File: config.mk
export PLATFORM = sky130hd
export DESIGN_NAME = carry_look_ahead
export DESIGN_NICKNAME = d
export VERILOG_FILES = /design/src/rtl/carry_look_ahead.sv
export SDC_FILE = /design/constraint.sdc
export NUM_CORES = 1
export LEC_CHECK = 0
export CAP_MARGIN = 20
export CORE_AREA = 2 2 39 41
export DETAILED_ROUTE_END_ITERATION = 7
export DIE_AREA = 0 0 41 43
export GPL_ROUTABILITY_DRIVEN = 0
export PLACE_DENSITY = 0.61
export SLEW_MARGIN = 5
export SYNTH_ARGS = -nofsm -noshare
export SYNTH_HDL_FRONTEND = slang
export SYNTH_SLANG_ARGS = --single-unit
File: constraint.sdc
create_clock -name clk -period 1.35 [get_ports clk]
set_input_delay 0.405 -clock clk [delete_from_list [all_inputs] [get_ports clk]]
set_output_delay 0.405 -clock clk [all_outputs]
set_load 0.03 [all_outputs]
File: src/rtl/carry_look_ahead.sv
// carry_look_ahead: registered WIDTH-bit carry-lookahead adder.
// Each 4-bit block forms its carries as flat sum-of-products of g/p and the
// block carry-in. A second-level unit derives every block carry-in directly
// from block P/G and cin, so no carry ripples between or within blocks.
// The group P/G outputs let several instances feed a wider lookahead tree.
// WIDTH must be a positive multiple of 4.
module carry_look_ahead #(
  parameter int WIDTH = 4
) (
  input  logic             clk,
  input  logic             rst,
  input  logic [WIDTH-1:0] a,
  input  logic [WIDTH-1:0] b,
  input  logic             cin,
  output logic [WIDTH-1:0] sum,
  output logic             cout,
  output logic             group_p,
  output logic             group_g
);

  localparam int NB = WIDTH / 4;

  // Carries c1..c3 of one 4-bit block; none depends on another computed carry.
  function automatic logic [2:0] block_carries(input logic [3:0] g,
                                               input logic [3:0] p,
                                               input logic       c0);
    logic [2:0] c;
    c[0] = g[0] | (p[0] & c0);
    c[1] = g[1] | (p[1] & g[0]) | (p[1] & p[0] & c0);
    c[2] = g[2] | (p[2] & g[1]) | (p[2] & p[1] & g[0]) | (p[2] & p[1] & p[0] & c0);
    return c;
  endfunction

  // Block generate: carry out of a 4-bit block when its carry-in is zero.
  function automatic logic block_gen(input logic [3:0] g, input logic [3:0] p);
    return g[3] | (p[3] & g[2]) | (p[3] & p[2] & g[1]) | (p[3] & p[2] & p[1] & g[0]);
  endfunction

  // Block propagate: carry-in passes through the whole block.
  function automatic logic block_prop(input logic [3:0] p);
    return p[3] & p[2] & p[1] & p[0];
  endfunction

  logic [WIDTH-1:0] p_s;
  logic [WIDTH-1:0] g_s;
  logic [NB-1:0]    bp_s;
  logic [NB-1:0]    bg_s;
  logic [NB:0]      bc_s;
  logic             word_p_s;
  logic             word_g_s;
  logic [WIDTH-1:0] sum_s;

  logic [WIDTH-1:0] sum_r;
  logic             cout_r;
  logic             group_p_r;
  logic             group_g_r;

  // Bit-level propagate/generate and per-block P/G export.
  always_comb begin
    p_s  = a ^ b;
    g_s  = a & b;
    bp_s = '0;
    bg_s = '0;
    for (int blk = 0; blk < NB; blk++) begin
      bp_s[blk] = block_prop(p_s[4*blk +: 4]);
      bg_s[blk] = block_gen(g_s[4*blk +: 4], p_s[4*blk +: 4]);
    end
  end

  // Second-level lookahead: each block carry-in is a flat SOP of block P/G and cin.
  always_comb begin
    logic acc_s;
    logic term_s;
    bc_s    = '0;
    bc_s[0] = cin;
    for (int j = 1; j <= NB; j++) begin
      acc_s = 1'b0;
      for (int i = 0; i < j; i++) begin
        term_s = bg_s[i];
        for (int k = i + 1; k < j; k++) begin
          term_s = term_s & bp_s[k];
        end
        acc_s = acc_s | term_s;
      end
      term_s = cin;
      for (int k = 0; k < j; k++) begin
        term_s = term_s & bp_s[k];
      end
      bc_s[j] = acc_s | term_s;
    end
  end

  // Word-level group propagate/generate (generate is the carry out with cin=0).
  always_comb begin
    logic term_s;
    word_p_s = &bp_s;
    word_g_s = 1'b0;
    for (int i = 0; i < NB; i++) begin
      term_s = bg_s[i];
      for (int k = i + 1; k < NB; k++) begin
        term_s = term_s & bp_s[k];
      end
      word_g_s = word_g_s | term_s;
    end
  end

  // Sum bits: s[i] = p[i] ^ c[i] with in-block carries from the flat block equations.
  always_comb begin
    logic [2:0] c_s;
    sum_s = '0;
    for (int blk = 0; blk < NB; blk++) begin
      c_s = block_carries(g_s[4*blk +: 4], p_s[4*blk +: 4], bc_s[blk]);
      sum_s[4*blk +: 4] = p_s[4*blk +: 4] ^ {c_s, bc_s[blk]};
    end
  end

  // Output register: captures the combinational result every edge; reset clears it.
  always_ff @(posedge clk or posedge rst) begin
    if (rst) begin
      sum_r     <= '0;
      cout_r    <= 1'b0;
      group_p_r <= 1'b0;
      group_g_r <= 1'b0;
    end else begin
      sum_r     <= sum_s;
      cout_r    <= bc_s[NB];
      group_p_r <= word_p_s;
      group_g_r <= word_g_s;
    end
  end

  assign sum     = sum_r;
  assign cout    = cout_r;
  assign group_p = group_p_r;
  assign group_g = group_g_r;

endmodule

# --- Yosys cells after proc, flatten, opt, wreduce, memory -nomap -nowiden ---
# Index checks and enable logic that the tools add are counted.
word_totals:
  input_bits: 11
  latch_bits: 0
  elab_cells: 33
  regBits: 7
  memories: 0
  rom_bits: 0
  mem_bits_rw: 0
op_classes:
  reduce_logical: 0
  n_bitwise: 29
  n_shift: 0
  mul: 0
  addsub: 0
  div_mod_pow: 0
  magnitude_cmp: 0
  n_eq_ne: 0
  muxes: 0
op_table:
  columns: ["cell", "count"]
  rows:
  - ["AND 1 bit", 16]
  - ["OR 1 bit", 10]
  - ["XOR 4 bit", 2]
  - ["AND 4 bit", 1]

# --- Logic depth before layout (Yosys ltp) ---
# Gate-level depths: netlist (run 1).
logic_depth:
  ltp_word: 6
  ltp_mapped: 4
  mapped_depth_nobuf: 4

# --- Worst setup path after synthesis (run 1) ---
# Ideal clock, no wire load.
synth_timing:
  path_kind: "input to register"
  from: "in a[2]"
  to: "reg cout_r, in the netlist cout"
  setup_time_ps: 118
  n_path_buf: 0
  t_required_ps: 1232
  path_slack_ps: 44
  arrival_time_ps: 1188
  path_stages: 4
  cell_sequence: "ha_1 > a21oi_2 > nand3_2 > a21o_1"
synth_between:
  elab_chain_cells: 6
synth_rtl:
  columns: ["element", "line", "text"]
  rows:
  - ["start: declaration", "12", "input logic [WIDTH-1:0] a,"]
  - ["AND 4 bit / XOR 4 bit (equally long branches)", "61, 60", null]
  - ["AND 1 bit (on tied branches)", "36, 41", null]
  - ["OR 1 bit (tied with other cells) (2 in series)", "36", "return g[3] | (p[3] & g[2]) | (p[3] & p[2] & g[1]) | (p[3] & p[2] & p[1] & g[0]);"]
  - ["OR 1 bit / AND 1 bit (equally long branches)", "36, 87", null]
  - ["OR 1 bit (*)", "89", "bc_s[j] = acc_s | term_s;"]
  - ["net bc_s[1]", "48", "logic [NB:0] bc_s;"]
  - ["end signal: assignment", "126", "cout_r <= bc_s[NB];"]
  - ["end: declaration", "54", "logic cout_r;"]
# Mark *: on every way through the listed nets, which the timed path passes. The rest lies on a longest branch.

# --- Final worst setup path (run 1) ---
layout_timing:
  from: "in a[3]"
  to: "reg group_p_r, in the netlist group_p"
layout_between:
  elab_chain_cells: 4
layout_rtl:
  columns: ["element", "line", "text"]
  rows:
  - ["XOR 4 bit", "60", "p_s = a ^ b;"]
  - ["AND 1 bit (3 in series)", "41", "return p[3] & p[2] & p[1] & p[0];"]
  - ["net bp_s", "46", "logic [NB-1:0] bp_s;"]
  - ["end signal: assignment", "127", "group_p_r <= word_p_s;"]
  - ["end: declaration", "55", "logic group_p_r;"]
# The timed path passes the listed nets, and every way through them passes these cells.

==> impl_table.tex, run 1 <==
\begin{tabular}{lr}
\hline
Metric & Value \\
\hline
\multicolumn{2}{l}{\textbf{Run status}} \\
\quad Result of the run & finished, final reports clean \\
\multicolumn{2}{l}{\textbf{Die}} \\
\quad Std-Cell Rows & 14 \\
\quad Die Area & 1763 sq um \\
\quad Initial cell density of the core & 26.13\% \\
\quad Total I/O pin count & 18 \\
\quad DIE HEIGHT & 43 um \\
\quad Placeable core area & 1384 sq um \\
\quad Die span in x & 41 um \\
\multicolumn{2}{l}{\textbf{Logic synthesis}} \\
\quad Synth top area share & 48.44\% \\
\quad Number of distinct library cells after synthesis & 14 \\
\quad Post-synth net total & 46 \\
\quad Most area-hungry cell type in the Yosys netlist & sky130\_fd\_sc\_hd\_\_dfrtp\_1 \\
\quad Netlist Area Pre-Place & 361.6 sq um \\
\quad Ys Warns & 0 \\
\quad Post-synthesis instance total & 30 \\
\quad Syn\_area\_per\_cell & 12.05 sq um \\
\quad Top cells by area, synth & sky130\_fd\_sc\_hd\_\_dfrtp\_1 48\%, sky130\_fd\_sc\_hd\_\_ha\_1 14\%, sky130\_fd\_sc\_hd\_\_a21o\_1 6.2\%, sky130\_fd\_sc\_hd\_\_fa\_1 5.5\%, sky130\_fd\_sc\_hd\_\_inv\_1 5.2\% \\
\quad Register area share after synthesis & 48.44\% \\
\quad FF+latch count, synth & 7 \\
\multicolumn{2}{l}{\textbf{Global route}} \\
\quad Maximum number of pins on one net before global-route repair & 8 \\
\quad Via count of the first global-routing pass & 299 \\
\quad Number of antenna violations at the first check in global routing & 0 \\
\quad Global routing usage summed across all routing layers & 9.284\% \\
\quad Wire length of the first global-routing pass & 1117 um \\
\quad GRT overflow & 0 \\
\multicolumn{2}{l}{\textbf{Clock tree}} \\
\quad Hold buffer count at cts & 0 \\
\quad Clock transition at path regs & 0.05 ns \\
\quad CTS buffer count & 3 \\
\quad Cell at the root of the clock tree & sky130\_fd\_sc\_hd\_\_clkbuf\_4 \\
\quad Clock tree buffer depth & 2 \\
\quad Num Clock Sinks & 7 \\
\quad Depth of the CTS H-tree & 1 \\
\quad Setup Buffers After CTS & 0 \\
\quad TritonCTS clock tree & yes \\
\multicolumn{2}{l}{\textbf{STA}} \\
\quad Slew margin rel. & 83.80\% \\
\quad Slew at the pin closest to its max-slew limit & 0.2427 ns \\
\quad Final period utilization & 94.73\% \\
\quad Worst Slack Setup Final & 0.07113 ns \\
\quad Final TNS setup & 0 ns \\
\quad Setup Viol. Count Final & 0 \\
\quad Setup repair after global routing missed its margin & false \\
\quad Final count of hold timing violations & 0 \\
\quad Fin. max-slew vios & 0 \\
\quad Time the final worst path needs with I/O delays and setup & 1.279 ns \\
\quad Max Freq & 781.9 MHz \\
\multicolumn{2}{l}{\textbf{Drt}} \\
\quad DRC violation total after the first TritonRoute iteration & 1 \\
\quad Number of remaining DRC errors & 0 \\
\quad Number of antenna-violating nets in the routed design & 0 \\
\quad Drt total wl & 672 um \\
\quad Number of vias per cell & 4.243 \\
\quad Vias & 297 \\
\quad TritonRoute pass-1 iters & 2 \\
\quad Average wire length per cell after detail routing & 9.600 um \\
\multicolumn{2}{l}{\textbf{Worst setup path}} \\
\quad Worst setup SP type & input port \\
\quad CP Capture Type & flip-flop \\
\quad Highest net fanout along the worst path & 4 \\
\quad Number of buffer and inverter instances along the worst setup path & 1 \\
\quad Delay-heaviest family, CP & buffers and inverters \\
\quad Critical Path, Cell by Cell & clkdlybuf4s50\_1 -> ha\_1 -> and4\_2 \\
\quad Data arrival time at the worst-slack endpoint & 1.41 ns \\
\quad Data required time at the worst endpoint & 1.48 ns \\
\quad Crit Path Category & in -> reg \\
\quad Max incr delay on CP & 0.40 ns \\
\quad Slowest cell on crit path & sky130\_fd\_sc\_hd\_\_clkdlybuf4s50\_1 \\
\multicolumn{2}{l}{\textbf{Power}} \\
\quad Total net switching power & 210.4 uW \\
\quad Power per cell area & 1088 nW/um\^{}2 \\
\quad Switching part of the total & 30.86\% \\
\quad Leakage power & 0.3253 nW \\
\quad Proportion of power drawn by the clock network & 26.4\% \\
\quad Peak supply drop & 0.3088 mV \\
\quad Combinational share of power & 37.1\% \\
\quad Internal power summed over all cells & 471.4 uW \\
\quad Proportion of power drawn by flip-flops and latches & 36.4\% \\
\multicolumn{2}{l}{\textbf{Layout}} \\
\quad Sequential cell area & 175.2 sq um \\
\quad Signed area change from the synthesized netlist to the final layout & 73.36\% \\
\quad Number of diodes added for antenna fixing & 0 \\
\quad Footprint of the multi-input gates & 216.5 sq um \\
\quad Filler instances & 136 \\
\quad Design Area, Final & 626.9 sq um \\
\quad Non-filler cells in the finished layout & 70 \\
\quad Fraction of final layout cells sized beyond drive strength 1 & 37.04\% \\
\quad Final layout net count & 71 \\
\quad Final cell utilization of the core & 45.30\% \\
\multicolumn{2}{l}{\textbf{Hold path}} \\
\quad Tightest Hold Check Type & in -> async \\
\multicolumn{2}{l}{\textbf{Place}} \\
\quad Total half-perimeter wirelength after legalization and detailed placement & 486.1 um \\
\quad Number of placed cells counting well taps & 66 \\
\quad Setup slack at placement & -0.3964 ns \\
\quad Placed Area & 556.8 sq um \\
\quad PortBufs & 17 \\
\multicolumn{2}{l}{\textbf{Job}} \\
\quad Max cap viols & 0 \\
\hline
\end{tabular}
## registers in the layout, summed over array words and instances (netlist names)
signal	flops
sum	4
group_p	1
cout	1
group_g	1
## cells in the final DEF, fill, tap and decap left out, types with 2 or more instances in the layout
master	n
sky130_fd_sc_hd__dfrtp_1	7
sky130_fd_sc_hd__dlygate4sd2_1	6
sky130_fd_sc_hd__xnor2_1	2
sky130_fd_sc_hd__clkbuf_4	3
sky130_fd_sc_hd__inv_1	5
sky130_fd_sc_hd__a21o_1	3
sky130_fd_sc_hd__buf_4	10
sky130_fd_sc_hd__clkdlybuf4s50_1	3
sky130_fd_sc_hd__ha_4	3
## final timing paths
kind                       from           endpoint  slack (ns)  depth (start not counted)
setup / recovery           a[3]  group_p$_DFF_PP0_        0.07                          3
hold / removal              rst  group_p$_DFF_PP0_        0.39                          2
max in group asynchronous   rst   sum[2]$_DFF_PP0_        0.77                          2
min in group clk            cin   sum[0]$_DFF_PP0_        0.60                          4
## logic make-up after synthesis
family                     count (synthesis)  synth area share, %
and+or+nand+nor                            5                9.688
xor gates and xnor gates                   3                7.268
adders and majority gates                  5                19.38
DFF                                        7                48.44
AOI/OAI and AO/OA                          5                10.03
buffers and inverters                      5                5.191
## routing by layer
metal  GRT usage (%)  wire (um)  vias to the layer above
met3           1.571         65                        0
met1           11.11        250                      137
met5               0          0                        -
met4           6.000          0                        0
met2           14.37        357                       13
li1                -          -                      147
## Yosys cell counts
cell / n
sky130_fd_sc_hd__a21o_1: 3
sky130_fd_sc_hd__a21oi_1: 1
sky130_fd_sc_hd__a21oi_2: 1
sky130_fd_sc_hd__and4_2: 1
sky130_fd_sc_hd__dfrtp_1: 7
sky130_fd_sc_hd__fa_1: 1
sky130_fd_sc_hd__ha_1: 4
sky130_fd_sc_hd__inv_1: 5
sky130_fd_sc_hd__nand2_1: 1
sky130_fd_sc_hd__nand3_1: 1
sky130_fd_sc_hd__nand3_2: 1
sky130_fd_sc_hd__nand4_1: 1
sky130_fd_sc_hd__xnor2_1: 2
sky130_fd_sc_hd__xor2_1: 1
## power groups by stage
stage	logic [mW]	registers [mW]	clock network, mW
after floorplan	0.0677	0.319	0
after global routing	0.277	0.252	0.195
after global placement	0.235	0.252	0
after CTS	0.253	0.249	0.191
after detailed placement	0.236	0.252	0
final	0.253	0.248	0.180
## per-stage QoR
stage                     hold slack (ns)  total power, mW
after floorplan                    0.2084           0.3864
after detailed placement           0.6557           0.4879
final                              0.3865           0.6818
after global routing               0.4229           0.7238
after global placement             0.6473           0.4874
after CTS                          0.3937           0.6925
## cell type report
cell class                      instances  area share [%]
Sequential cell                         7           27.94
Tap cell                               16           3.194
Clock buffer                            4           4.192
Timing Repair Buffer                   20           27.15
Multi-Input combinational cell         18           34.53
Inverter                                5           2.994
## what timing repair did
item | in CTS | in global routing
resized for setup | 11 | 1
pin swaps | 1 | 0
setup endpoints to repair | 7 | 2
Power figures use the tool's default switching activity.
==> run 2, diff against run 1 <==
--- a/config.mk
+++ b/config.mk
@@ -5,12 +5,13 @@
 export SDC_FILE = /design/constraint.sdc
 export NUM_CORES = 1
 export LEC_CHECK = 0
+export ABC_AREA = 1
 export CAP_MARGIN = 20
-export CORE_AREA = 2 2 39 41
+export CORE_MARGIN = 8
+export CORE_UTILIZATION = 30
 export DETAILED_ROUTE_END_ITERATION = 7
-export DIE_AREA = 0 0 41 43
 export GPL_ROUTABILITY_DRIVEN = 0
-export PLACE_DENSITY = 0.61
+export PLACE_DENSITY = 0.64
 export SLEW_MARGIN = 5
 export SYNTH_ARGS = -nofsm -noshare
 export SYNTH_HDL_FRONTEND = slang
==> impl_table.tex, run 2 <==
\begin{tabular}{lr}
\hline
Metric & Value \\
\hline
\multicolumn{2}{l}{\textbf{Place}} \\
\quad PortBufs & 17 \\
\quad Placed Area & 614.3 sq um \\
\quad Total half-perimeter wirelength after legalization and detailed placement & 747.3 um \\
\multicolumn{2}{l}{\textbf{Power}} \\
\quad Proportion of power drawn by the clock network & 26.2\% \\
\quad Internal power summed over all cells & 467.6 uW \\
\quad Combinational share of power & 37.9\% \\
\quad Leakage power & 0.3788 nW \\
\quad Peak supply drop & 0.3069 mV \\
\quad Power per cell area & 1008 nW/um\^{}2 \\
\quad Switching part of the total & 31.85\% \\
\quad Total net switching power & 218.5 uW \\
\quad Proportion of power drawn by flip-flops and latches & 35.9\% \\
\multicolumn{2}{l}{\textbf{Global route}} \\
\quad Number of antenna violations at the first check in global routing & 0 \\
\quad Global routing usage summed across all routing layers & 7.614\% \\
\quad Met2 track demand over resource in global routing & 11.52\% \\
\quad Wire length of the first global-routing pass & 1559 um \\
\quad Met3 track demand over resource in global routing & 3.125\% \\
\quad Maximum number of pins on one net before global-route repair & 8 \\
\quad Met1 global-route usage & 7.955\% \\
\quad Via count of the first global-routing pass & 367 \\
\quad GRT overflow & 0 \\
\quad GRT busiest layer & met2 \\
\multicolumn{2}{l}{\textbf{Worst setup path}} \\
\quad Slowest cell on crit path & sky130\_fd\_sc\_hd\_\_dlygate4sd2\_1 \\
\quad Data required time at the worst endpoint & 1.48 ns \\
\quad Startpoint of the worst setup timing path & b[2] \\
\quad Most numerous cell on the critical path & sky130\_fd\_sc\_hd\_\_nand2\_1 \\
\quad CP Capture Type & flip-flop \\
\quad Highest net fanout along the worst path & 3 \\
\quad Critical Path, Cell by Cell & dlygate4sd2\_1 -> ha\_4 -> or2\_0 -> nand2\_1 -> nand2\_1 -> nand2\_1 -> nand2\_1 \\
\quad Max incr delay on CP & 0.26 ns \\
\quad Data arrival time at the worst-slack endpoint & 1.35 ns \\
\quad Crit Path Category & in -> reg \\
\quad Worst setup SP type & input port \\
\quad Critical path endpoint & sum[3]\$\_DFF\_PP0\_ \\
\multicolumn{2}{l}{\textbf{Logic synthesis}} \\
\quad Most area-hungry cell type in the Yosys netlist & sky130\_fd\_sc\_hd\_\_dfrtp\_1 \\
\quad Adder-cell share of the synthesized area & 17.28\% \\
\quad Most frequently used flop master after synthesis & sky130\_fd\_sc\_hd\_\_dfrtp\_1 \\
\quad Most frequently used cell type in the post-synthesis netlist & sky130\_fd\_sc\_hd\_\_nand2\_1 \\
\quad Post-synthesis instance total & 48 \\
\quad Simple-gate portion of the synthesized area & 26.85\% \\
\quad Netlist Area Pre-Place & 405.4 sq um \\
\quad Post-synth net total & 64 \\
\quad Synthesized-area fraction occupied by xor and xnor cells & 2.160\% \\
\quad Syn\_area\_per\_cell & 8.446 sq um \\
\quad FF+latch count, synth & 7 \\
\quad Async S/R FF share, synth & 100.0\% \\
\quad Leading cell types by count after synthesis & 13 x sky130\_fd\_sc\_hd\_\_nand2\_1, 10 x sky130\_fd\_sc\_hd\_\_inv\_1, 7 x sky130\_fd\_sc\_hd\_\_dfrtp\_1 \\
\quad Number of distinct library cells after synthesis & 13 \\
\quad Synth top area share & 43.21\% \\
\quad Top cells by area, synth & sky130\_fd\_sc\_hd\_\_dfrtp\_1 43\%, sky130\_fd\_sc\_hd\_\_ha\_1 12\%, sky130\_fd\_sc\_hd\_\_nand2\_1 12\%, sky130\_fd\_sc\_hd\_\_inv\_1 9.3\%, sky130\_fd\_sc\_hd\_\_nand3\_1 6.2\% \\
\quad Ys Warns & 0 \\
\quad Register area share after synthesis & 43.21\% \\
\quad Number of synthesized flops with an enable pin & 0 \\
\quad Main combinational cell family by area after synthesis & simple AND/OR/NAND/NOR gates \\
\quad Portion of netlist area occupied by mux cells & 0\% \\
\quad Fraction of the mapped netlist area in compound gates & 1.235\% \\
\multicolumn{2}{l}{\textbf{Drt}} \\
\quad Number of vias per cell & 4.236 \\
\quad TritonRoute pass-1 iters & 4 \\
\quad DRC violation total after the first TritonRoute iteration & 5 \\
\quad Number of remaining DRC errors & 0 \\
\quad Vias & 377 \\
\quad Average wire length per cell after detail routing & 10.21 um \\
\quad Number of antenna-violating nets in the routed design & 0 \\
\quad Drt total wl & 909 um \\
\multicolumn{2}{l}{\textbf{Layout}} \\
\quad Filler instances & 122 \\
\quad Signed area change from the synthesized netlist to the final layout & 67.90\% \\
\quad Flip-flop count of the largest register after layout & 4 \\
\quad Design Area, Final & 680.7 sq um \\
\quad Number of diodes added for antenna fixing & 0 \\
\quad Most used cells in the layout excluding fill and tap cells & 13 x sky130\_fd\_sc\_hd\_\_nand2\_1, 12 x sky130\_fd\_sc\_hd\_\_buf\_4, 10 x sky130\_fd\_sc\_hd\_\_inv\_1, 7 x sky130\_fd\_sc\_hd\_\_dfrtp\_1, 7 x sky130\_fd\_sc\_hd\_\_dlygate4sd2\_1 \\
\quad Sequential cell area & 175.2 sq um \\
\quad Most common library cell in the layout ignoring fill and taps & sky130\_fd\_sc\_hd\_\_nand2\_1 \\
\quad Final layout net count & 91 \\
\quad Fraction of final layout cells sized beyond drive strength 1 & 29.73\% \\
\quad Footprint of the multi-input gates & 236.5 sq um \\
\multicolumn{2}{l}{\textbf{Clock tree}} \\
\quad Setup Buffers After CTS & 0 \\
\quad TritonCTS clock tree & yes \\
\quad Clock tree buffer depth & 2 \\
\quad Cell at the root of the clock tree & sky130\_fd\_sc\_hd\_\_clkbuf\_4 \\
\quad Clock transition at path regs & 0.05 ns \\
\quad Depth of the CTS H-tree & 1 \\
\quad Num Clock Sinks & 7 \\
\quad CTS buffer count & 3 \\
\multicolumn{2}{l}{\textbf{STA}} \\
\quad Slew at the pin closest to its max-slew limit & 0.2480 ns \\
\quad Final count of hold timing violations & 0 \\
\quad Time the final worst path needs with I/O delays and setup & 1.214 ns \\
\quad Final period utilization & 89.94\% \\
\quad Max Freq & 823.6 MHz \\
\quad Setup Viol. Count Final & 0 \\
\quad Setup repair after global routing missed its margin & false \\
\quad Hold slack & 0.3937 ns \\
\quad Fin. max-slew vios & 0 \\
\quad Slew margin rel. & 83.45\% \\
\multicolumn{2}{l}{\textbf{Job}} \\
\quad Max cap viols & 0 \\
\multicolumn{2}{l}{\textbf{Die}} \\
\quad Std-Cell Rows & 13 \\
\quad Die span in x & 52.76 um \\
\quad Placeable core area & 1285 sq um \\
\quad DIE HEIGHT & 52.76 um \\
\quad Total I/O pin count & 18 \\
\quad Die Area & 2784 sq um \\
\quad Initial cell density of the core & 31.55\% \\
\multicolumn{2}{l}{\textbf{Hold path}} \\
\quad Tightest Hold Check Type & in -> async \\
\multicolumn{2}{l}{\textbf{Run status}} \\
\quad Result of the run & finished, final reports clean \\
\hline
\end{tabular}
-- run 2: cell type report --
class / count / area share (%)
Sequential cell: 7 / 25.74
Tap cell: 15 / 2.757
Timing Repair Buffer: 22 / 27.39
Clock buffer: 4 / 3.860
Multi-Input combinational cell: 31 / 34.74
Inverter: 10 / 5.515
-- run 2: power groups by stage --
| stage | Combinational [mW] | Sequential, mW | Clock [mW] |
|---|---|---|---|
| 6_report | 0.260 | 0.246 | 0.180 |
| 5_1_grt | 0.290 | 0.250 | 0.200 |
| 4_1_cts | 0.264 | 0.247 | 0.190 |
| 3_5_place_dp | 0.253 | 0.250 | 0 |
| 3_3_place_gp | 0.250 | 0.249 | 0 |
| 2_1_floorplan | 0.0779 | 0.311 | 0 |
-- run 2: metal layers --
metal | part of all wire [%] | up-vias
met3 | 12 | 2
li1 | - | 203
met4 | 0.99 | 0
met5 | 0 | -
met2 | 49 | 11
met1 | 38 | 161
-- run 2: logic make-up after synthesis --
logic type / count (synthesis)
buf+inv: 10
xor+xnor: 1
flops: 7
fa+ha+maj: 5
compound gates: 1
simple gates: 24
-- run 2: metrics by stage --
stage | utilization (%) | std cells | setup TNS (ns) | total power, mW | setup WS, ns
after floorplan | - | 48 | 0 | 0.3888 | 0.1077
after CTS | 52.58 | 89 | 0 | 0.7003 | 0.01541
final | 52.97 | 89 | 0 | 0.6861 | 0.1358
after global placement | 47.81 | 85 | -1.873 | 0.4991 | -0.3337
after global routing | 52.97 | 89 | 0 | 0.7395 | 0.09407
after detailed placement | 47.81 | 85 | -1.967 | 0.5032 | -0.3333
-- run 2: worst min path at each step --
stage / from / to / cells after the start
global route: rst / sum[1]$_DFF_PP0_ / 2
finish: rst / cout$_DFF_PP0_ / 2
floorplan: rst / cout$_DFF_PP0_ / 1
detailed placement: rst / sum[1]$_DFF_PP0_ / 2
global placement: rst / sum[0]$_DFF_PP0_ / 2
CTS: rst / sum[1]$_DFF_PP0_ / 2
-- run 2: what timing repair did --
| action | in CTS | in global routing |
|---|---|---|
| hold buffers | 0 | 0 |
| gates cloned | 0 | 0 |
| gates resized for setup | 12 | 2 |
| endpoints found under the setup margin | 6 | 2 |
| pin swaps | 4 | 0 |
-- run 2: critical path, delay by kind of cell --
kind / cells / cell delay [ns]
buffers and inverters: 1 / 0.26
AND/OR/NAND/NOR: 5 / 0.43
adder cells (fa/ha/maj): 1 / 0.25
